[config.mk]
export PLATFORM = sky130hd
export DESIGN_NAME = window_generator_flat
export DESIGN_NICKNAME = d
export VERILOG_FILES = /design/src/rtl/window_generator_if.sv /design/src/rtl/window_generator.sv /design/src/flat_wrapper.sv
export SDC_FILE = /design/constraint.sdc
export NUM_CORES = 1
export LEC_CHECK = 0
export ABC_CLOCK_PERIOD_IN_PS = 3770
export CORE_MARGIN = 2
export CORE_UTILIZATION = 52
export DETAILED_ROUTE_END_ITERATION = 7
export DONT_BUFFER_PORTS = 1
export PLACE_DENSITY = 0.7
export SLEW_MARGIN = 25
export SYNTH_ARGS = -nofsm -noshare
export SYNTH_HDL_FRONTEND = slang
export SYNTH_SLANG_ARGS = --single-unit
export TNS_END_PERCENT = 5
[constraint.sdc]
create_clock -name i_clk -period 3.77 [get_ports i_clk]
set_input_delay 0.377 -clock i_clk [delete_from_list [all_inputs] [get_ports i_clk]]
set_output_delay 0.377 -clock i_clk [all_outputs]
set_load 0.03 [all_outputs]
[src/rtl/window_generator_if.sv]
// Pixel-in / 3x3-window-out bundle between the raster source, window_generator and the convolver.
interface window_generator_if #(
  parameter int NB_DATA = 8
);
  logic               i_valid;
  logic               i_sof;
  logic [NB_DATA-1:0] i_pixel;
  logic [NB_DATA-1:0] o_subframe1;
  logic [NB_DATA-1:0] o_subframe2;
  logic [NB_DATA-1:0] o_subframe3;
  logic [NB_DATA-1:0] o_subframe4;
  logic [NB_DATA-1:0] o_subframe5;
  logic [NB_DATA-1:0] o_subframe6;
  logic [NB_DATA-1:0] o_subframe7;
  logic [NB_DATA-1:0] o_subframe8;
  logic [NB_DATA-1:0] o_subframe9;
  logic               o_valid;
  logic               o_frame_done;

  modport master (
    output i_valid, i_sof, i_pixel,
    input  o_subframe1, o_subframe2, o_subframe3, o_subframe4, o_subframe5,
    input  o_subframe6, o_subframe7, o_subframe8, o_subframe9,
    input  o_valid, o_frame_done
  );

  modport slave (
    input  i_valid, i_sof, i_pixel,
    output o_subframe1, o_subframe2, o_subframe3, o_subframe4, o_subframe5,
    output o_subframe6, o_subframe7, o_subframe8, o_subframe9,
    output o_valid, o_frame_done
  );
endinterface

[src/rtl/window_generator.sv]
// Raster pixel stream to 3x3 neighbourhood: two line buffers feed a shifting 3x3 register window.
//  state  | meaning
//  IDLE   | waiting for a start-of-frame pixel; other pixels are dropped
//  ACTIVE | every valid pixel is accepted; frames wrap back to (0,0) on their own
module window_generator #(
  parameter int NB_DATA    = 8,
  parameter int IMG_WIDTH  = 64,
  parameter int IMG_HEIGHT = 64
) (
  input logic              i_clk,
  input logic              i_reset,
  window_generator_if.slave bus
);
  localparam int CW = $clog2(IMG_WIDTH);
  localparam int RW = $clog2(IMG_HEIGHT);
  localparam logic [CW-1:0] COL_LAST = CW'(IMG_WIDTH - 1);
  localparam logic [RW-1:0] ROW_LAST = RW'(IMG_HEIGHT - 1);

  typedef enum logic {IDLE, ACTIVE} state_t;

  state_t              state_q, state_d;
  logic                accept;
  logic [CW-1:0]       col_q, cur_col;
  logic [RW-1:0]       row_q, cur_row;
  logic [NB_DATA-1:0]  lb0 [IMG_WIDTH];
  logic [NB_DATA-1:0]  lb1 [IMG_WIDTH];
  logic [NB_DATA-1:0]  top, mid;
  logic [NB_DATA-1:0]  win [9];
  logic                valid_q, done_q;

  always_ff @(posedge i_clk or negedge i_reset) begin
    if (!i_reset) state_q <= IDLE;
    else          state_q <= state_d;
  end

  always_comb begin
    state_d = state_q;
    accept  = 1'b0;
    case (state_q)
      IDLE: begin
        if (bus.i_valid && bus.i_sof) begin
          accept  = 1'b1;
          state_d = ACTIVE;
        end
      end
      ACTIVE:  accept  = bus.i_valid;
      default: state_d = IDLE;
    endcase
  end

  // A start-of-frame pixel always lands at (0,0), even mid-frame.
  assign cur_col = bus.i_sof ? '0 : col_q;
  assign cur_row = bus.i_sof ? '0 : row_q;

  always_ff @(posedge i_clk or negedge i_reset) begin
    if (!i_reset) begin
      col_q <= '0;
      row_q <= '0;
    end else if (accept) begin
      if (cur_col == COL_LAST) begin
        col_q <= '0;
        row_q <= (cur_row == ROW_LAST) ? '0 : cur_row + 1'b1;
      end else begin
        col_q <= cur_col + 1'b1;
        row_q <= cur_row;
      end
    end
  end

  // Line buffers are plain RAMs; stale contents never reach a valid window.
  always_ff @(posedge i_clk) begin
    if (accept) begin
      lb1[cur_col] <= lb0[cur_col];
      lb0[cur_col] <= bus.i_pixel;
    end
  end

  assign top = lb1[cur_col];
  assign mid = lb0[cur_col];

  always_ff @(posedge i_clk or negedge i_reset) begin
    if (!i_reset) begin
      for (int k = 0; k < 9; k++) win[k] <= '0;
      valid_q <= 1'b0;
      done_q  <= 1'b0;
    end else begin
      valid_q <= accept && (cur_row >= RW'(2)) && (cur_col >= CW'(2));
      done_q  <= accept && (cur_row == ROW_LAST) && (cur_col == COL_LAST);
      if (accept) begin
        win[0] <= win[1];  win[1] <= win[2];  win[2] <= top;
        win[3] <= win[4];  win[4] <= win[5];  win[5] <= mid;
        win[6] <= win[7];  win[7] <= win[8];  win[8] <= bus.i_pixel;
      end
    end
  end

  assign bus.o_subframe1  = win[0];
  assign bus.o_subframe2  = win[1];
  assign bus.o_subframe3  = win[2];
  assign bus.o_subframe4  = win[3];
  assign bus.o_subframe5  = win[4];
  assign bus.o_subframe6  = win[5];
  assign bus.o_subframe7  = win[6];
  assign bus.o_subframe8  = win[7];
  assign bus.o_subframe9  = win[8];
  assign bus.o_valid      = valid_q;
  assign bus.o_frame_done = done_q;
endmodule

[src/flat_wrapper.sv]
// flat-port wrapper written by rule: the top's interface ports become plain ports
module window_generator_flat 
#(
  parameter int NB_DATA    = 8,
  parameter int IMG_WIDTH  = 64,
  parameter int IMG_HEIGHT = 64
)
  (i_clk, i_reset, bus_i_valid, bus_i_sof, bus_i_pixel, bus_o_subframe1, bus_o_subframe2, bus_o_subframe3, bus_o_subframe4, bus_o_subframe5, bus_o_subframe6, bus_o_subframe7, bus_o_subframe8, bus_o_subframe9, bus_o_valid, bus_o_frame_done);
  window_generator_if #(.NB_DATA(NB_DATA)) bus_i ();
  input logic i_clk;
  input logic i_reset;
  input wire logic [$bits(bus_i.i_valid)-1:0] bus_i_valid;
  input wire logic [$bits(bus_i.i_sof)-1:0] bus_i_sof;
  input wire logic [$bits(bus_i.i_pixel)-1:0] bus_i_pixel;
  output wire logic [$bits(bus_i.o_subframe1)-1:0] bus_o_subframe1;
  output wire logic [$bits(bus_i.o_subframe2)-1:0] bus_o_subframe2;
  output wire logic [$bits(bus_i.o_subframe3)-1:0] bus_o_subframe3;
  output wire logic [$bits(bus_i.o_subframe4)-1:0] bus_o_subframe4;
  output wire logic [$bits(bus_i.o_subframe5)-1:0] bus_o_subframe5;
  output wire logic [$bits(bus_i.o_subframe6)-1:0] bus_o_subframe6;
  output wire logic [$bits(bus_i.o_subframe7)-1:0] bus_o_subframe7;
  output wire logic [$bits(bus_i.o_subframe8)-1:0] bus_o_subframe8;
  output wire logic [$bits(bus_i.o_subframe9)-1:0] bus_o_subframe9;
  output wire logic [$bits(bus_i.o_valid)-1:0] bus_o_valid;
  output wire logic [$bits(bus_i.o_frame_done)-1:0] bus_o_frame_done;
  assign bus_i.i_valid = bus_i_valid;
  assign bus_i.i_sof = bus_i_sof;
  assign bus_i.i_pixel = bus_i_pixel;
  assign bus_o_subframe1 = bus_i.o_subframe1;
  assign bus_o_subframe2 = bus_i.o_subframe2;
  assign bus_o_subframe3 = bus_i.o_subframe3;
  assign bus_o_subframe4 = bus_i.o_subframe4;
  assign bus_o_subframe5 = bus_i.o_subframe5;
  assign bus_o_subframe6 = bus_i.o_subframe6;
  assign bus_o_subframe7 = bus_i.o_subframe7;
  assign bus_o_subframe8 = bus_i.o_subframe8;
  assign bus_o_subframe9 = bus_i.o_subframe9;
  assign bus_o_valid = bus_i.o_valid;
  assign bus_o_frame_done = bus_i.o_frame_done;
  window_generator #(.NB_DATA(NB_DATA), .IMG_WIDTH(IMG_WIDTH), .IMG_HEIGHT(IMG_HEIGHT)) u_core (.i_clk(i_clk), .i_reset(i_reset), .bus(bus_i));
endmodule
# Yosys cells after proc, flatten, opt, wreduce, memory -nomap -nowiden
# Memory sizes are Yosys's and may differ from the RTL's. A register that Yosys moved wholly into a read port is not among the register bits.
# Cells that the tools add are included.
# op_classes
add_sub_neg	2
order_cmp	2
n_eq_ne	2
muxes	10
n_bitwise	1
n_reduce_logical	6
# ops
operator	n
$mux 6	5
$add 6x1->6 const B	2
$eq 6x6->1 const B	2
$ge 6x2->1 const B	2
$logic_and 1x1->1	5
$mux 1	4
$pmux 1 s2	1
$logic_not 1->1	1
$not 1->1	1
# totals
register_bits	79
mem_bits_rw	1024
input_bits	12
wordCells	38
memories	2
# mem_list
memory	words	word_bits	read_ports	rd_clocked_by_memory_dff	write_ports	line	text
u_core.lb0	64	8	1	0	1	window_generator.sv:25	logic [NB_DATA-1:0] lb0 [IMG_WIDTH];
u_core.lb1	64	8	1	1	1	window_generator.sv:26	logic [NB_DATA-1:0] lb1 [IMG_WIDTH];

# Depth between registers and ports, before layout
# logic_depth
word_depth	5
mapped_depth	12
depth_no_buf	9

# Worst setup path before layout
# OpenSTA, ideal clock, no wires.
# synth_timing
kind	register to register
from	reg u_core.col_q[2]
to	reg u_core.win (netlist bit u_core.bus.o_subframe6[1]) (read register of u_core.lb0)
setup_ns	0.135
arrival_ns	3.549
required_ns	3.635
path_slack_ns	0.086
path_stages_with_launch	12
n_path_buf	5
period_less_slack_ns	3.684
cell_sequence	dfrtp_1 > buf_6 > buf_6 > buf_6 > buf_2 > buf_2 > mux2i_1 > o22ai_1 > o21a_1 > nor3_1 > nand4b_1 > mux2_2
# synth_between
elab_chain_len	2
# synth_rtl
item	line	text
start: declaration	window_generator.sv:23	logic [CW-1:0] col_q, cur_col;
start signal: assignment	window_generator.sv:64	col_q <= cur_col + 1'b1;
$mux 6	window_generator.sv:52	assign cur_col = bus.i_sof ? '0 : col_q;
$mem_v2 64x8	--	
end: declaration	window_generator.sv:28	logic [NB_DATA-1:0] win [9];
# No other way between the ends.
# A chain may end at the register's enable or synchronous reset.

# Worst setup path after layout
# layout_timing
from	reg u_core.col_q[1]
to	reg u_core.win (netlist bit u_core.bus.o_subframe3[0]) (read register of u_core.lb1)
# layout_between
elab_chain_len	1
# layout_rtl
item	line
$mux 6	window_generator.sv:52
# No other way between the ends.

==> results.md <==
* Status: complete, but fails checks
* Failing checks: DRC, setup timing
* Int Pwr at 21.4 mW
* Largest net degree at the start of global routing at 88
* Final TNS setup at -0.135 ns
* Final setup violation count at 1
* Synth cell types at 77
* Drt drc at 5
* Worst min-delay path category: in -> reg
* Die Wd at 292 um
* Min Tclk post-route at around 4 ns
* NetSw at 7.52 mW
* Count of final max-slew check failures at 0
* RePlAce Congestion at 1.02
* Grt ovf at 0
* RSZ-0062 raised after global routing: no
* R2R depth at 8
* Skew-Pair Late Insertion Delay at 0.69 ns
* Comb pwr share at between 10 and 15%
* Finished Cell Area at 50300 sq um
* Crit path max-delay cell type: nor3_1
* Clock-pin slew on the worst setup and hold paths at ~0.060 ns
* Area Growth Syn to Fin at 16.5%
* CTS tree: yes
* R2r setup slk at -0.13 ns
* Worst setup startpoint: u_core.col_q[1]
* Synth async-reset ratio at 7.83%
* Syn avg cell area at 16.3 sq um
* CP max stage delay at between 0.9 and 1 ns
* Num CTS Buffers at 108
* Total GRT Usage at 33.0%
* Clock Path Buffers at 3
* Die height at 292 um
* Met3 track utilization from global routing at 9.29%
* Worst hold path stage count at 1
* Fin. Hold Viols at 0
* First-pass GRT wire length at 199 mm
* Synth Warn # at 0
* Setup crit start kind: flip-flop
* Core Region at 82200 sq um
* Slew of the pin with the lowest slew margin at 1.15 ns
* Wire length per cell at about 35 um
* Crit Path Class: reg -> reg
* Syn Inst Count at 2646
* CP Data Arrival Time at 4.51 ns
* Antenna Violating Nets Remaining at 0
* Top FF cell, synth: edfxtp_1
* Post-DP Area at about 46000 sq um
* H-tree Lvls at 3
* Vias per Instance at just under 7
* Final HPWL from detailed placement at slightly below 90 mm
* Leakage at 17.2 nW
* Top delay family on crit path: compound AO/OA/AOI/OAI gates
* Slew headroom at a little under a quarter
* Synth area leader: edfxtp_1
* Post-synthesis sequential area ratio at 76.2%
* Yosys reg bits at 1111
* Fmax at 256 MHz
* R2r startpoint: u_core.col_q[1]
* Post-synth design cell area at 43200 sq um
* Share of layout cells above drive strength 1 at 19.2%
* Setup crit end kind: flip-flop
* Crit path capture: u_core.bus.o_subframe3[0]
* Initial DRC Count at 4796
* Critical path fanouts, max at 22
* Post-Route WL at 142 mm
* Initial antenna violation count at 8
* Met2 usage at 49.1%
* DR vias at 27500
* First-pass detailed-route iteration total at 8
* IO Port Bufs at 0
* Clk_skew at 0.0325 ns
* Hold_ws at 0.0938 ns
* Setup WS post-layout at -0.135 ns
* DIE AREA at 85400 sq um
* Initial core utilization at between 50% and 60%
* Sw Ratio at 26.0%
* Placed insts at between 3000 and 4000
* Post-CTS Setup Repair Bufs at 0
* Max_cap viols at 0
* Met1 Use GR at approximately 44%
* EDFF count, synth at 1024
* Reg power frac at approximately half
* Nets at a little under 3000
* Crit path required time at 4.38 ns
* PD cells at 574 nW/um^2
* Final period utilization at 104%
* Post-Syn Nets at 2662
* Clk pwr share at a little under two fifths
* TritonCTS Sinks at approximately 1100
* Vias in the first global route at between 20000 and 30000
* Top cells by area, synth: edfxtp_1, dfrtp_1, mux2i_1
* Worst reg2reg endpoint: u_core.bus.o_subframe3[0]
* Final instance count without filler cells at 4045
* CP cell instances: or2_1 > o21ai_4 > buf_4 > a221oi_1 > a211o_1 > nor3_1 > nor4_1 > a21oi_1
* WP depth at 8
* IO Pins at 86
* Top cell type's share of synthesized area at 71.1%
* Row Count at 105
* CP bufs+invs at 1
* Global routing's busiest layer: met2
* Root Driver: clkbuf_16
* Max IR drop VDD at 0.393 mV
-- layout make-up --
class | instances | area, sq um
sequential | 1111 | 32900
clock inverter | 69 | 694
inverter | 11 | 41.3
antenna | 1 | 2.50
tap | 1070 | 1340
clock buffer | 132 | 2910
timing repair buffer | 292 | 2920
multi-input combinational | 1359 | 9510
fill | 5874 | 31900
-- cell usage after synthesis, drive strengths merged (4+ instances only) --
master   number
a221o        19
o2bb2ai       8
a31oi        18
a31o          6
o22a          8
nor4b         4
o22ai        77
o21ai        77
o32ai         5
buf         104
o211ai        5
nand2       244
a21oi       100
a22o         23
dfrtp        87
mux4         23
edfxtp     1024
a222oi       10
a211oi       19
nor2        153
and2          5
or3b          6
and3          4
o31ai         5
inv          11
nor4          7
mux2i       216
a22oi        64
nor3         27
nor2b        19
nand3        26
mux2         49
a2111oi       9
nand2b        4
a221oi       55
clkbuf       61
ha            4
o221ai       13
a311oi        7
a32o          5
-- worst min-delay path by stage --
stage	from	end	slack, ns
2_1_floorplan	i_reset	u_core.bus.o_frame_done	0.08
3_3_place_gp	i_reset	u_core.bus.o_subframe7[2]	0.08
3_5_place_dp	i_reset	u_core.bus.o_subframe7[3]	0.08
4_1_cts	bus_i_sof	u_core.row_q[0]	0.05
5_1_grt	bus_i_pixel[5]	u_core.lb0[35][5]	0.10
6_report	bus_i_pixel[5]	u_core.lb0[35][5]	0.09
-- power by group through the flow --
stage | logic (mW) | clock network (mW) | registers [mW]
final | 3.49 | 10.9 | 14.5
after global routing | 3.57 | 11.5 | 14.5
after CTS | 3.36 | 11.0 | 14.5
after detailed placement | 3.18 | 0 | 14.7
after global placement | 3.12 | 0 | 14.7
after floorplan | 1.72 | 0 | 14.7
-- per-layer routing --
metal / wire length [um] / up-vias / share of wire [%]
met1: 50300 / 13800 / 35
met2: 62300 / 2293 / 44
met3: 19900 / 485 / 14
met5: 33 / - / 0.023
met4: 9140 / 4 / 6.4
li1: - / 10900 / -
-- repair_timing --
action | in CTS | in global routing
setup endpoints to repair | 65 | 111
resized for setup | 3 | 2
hold buffers | 13 | 0
pin swaps | 0 | 0
endpoints found under the hold margin | 615 | 0
-- sequential cells by signal, indices dropped and copies added, names as in the netlist --
register	cells
u_core.col_q	6
u_core.bus.o_subframe7	8
u_core.bus.o_frame_done	1
u_core.bus.o_subframe2	8
u_core.bus.o_subframe9	8
u_core.state_q	1
u_core.row_q	6
u_core.bus.o_subframe8	8
u_core.bus.o_valid	1
u_core.bus.o_subframe3	8
u_core.bus.o_subframe1	8
u_core.lb1	512
u_core.bus.o_subframe6	8
u_core.bus.o_subframe4	8
u_core.bus.o_subframe5	8
u_core.lb0	512
-- cell usage in the layout (no fill, tap or decap), types with 9 or more instances in the layout --
cell	instances
mux2i_1	216
nor3_1	27
a222oi_1	10
dfrtp_1	84
o21ai_0	72
clkbuf_16	111
clkinv_1	14
nor2_1	150
buf_12	43
o22ai_1	77
a31oi_1	18
mux2_2	44
nor2b_1	15
buf_4	236
nand2_1	240
a22oi_1	64
a211oi_1	19
clkbuf_1	16
buf_16	9
nand3_1	25
mux4_2	23
a221oi_1	54
a22o_1	23
a21oi_1	100
bufinv_16	12
o221ai_1	13
edfxtp_1	1024
clkinv_2	28
a221o_1	19
-- logic make-up after synthesis --
| kind of cell | share of synthesized area [%] |
|---|---|
| buf+inv | 2.10 |
| mux | 7.49 |
| flops | 76.2 |
| fa+ha+maj | 0.116 |
| simple gates | 5.20 |
| compound gates | 8.91 |
-- stage by stage --
stage / power [mW] / util (%) / setup WS, ns
floorplan: 16.4 / - / 0.0864
detailed placement: 17.9 / 56.5 / -0.580
CTS: 28.9 / 61.2 / 0.109
global route: 29.5 / 61.2 / 0.0275
finish: 28.9 / 61.2 / -0.135
global placement: 17.9 / 56.4 / -0.586
Note: power is estimated with default switching activity, not from simulation.
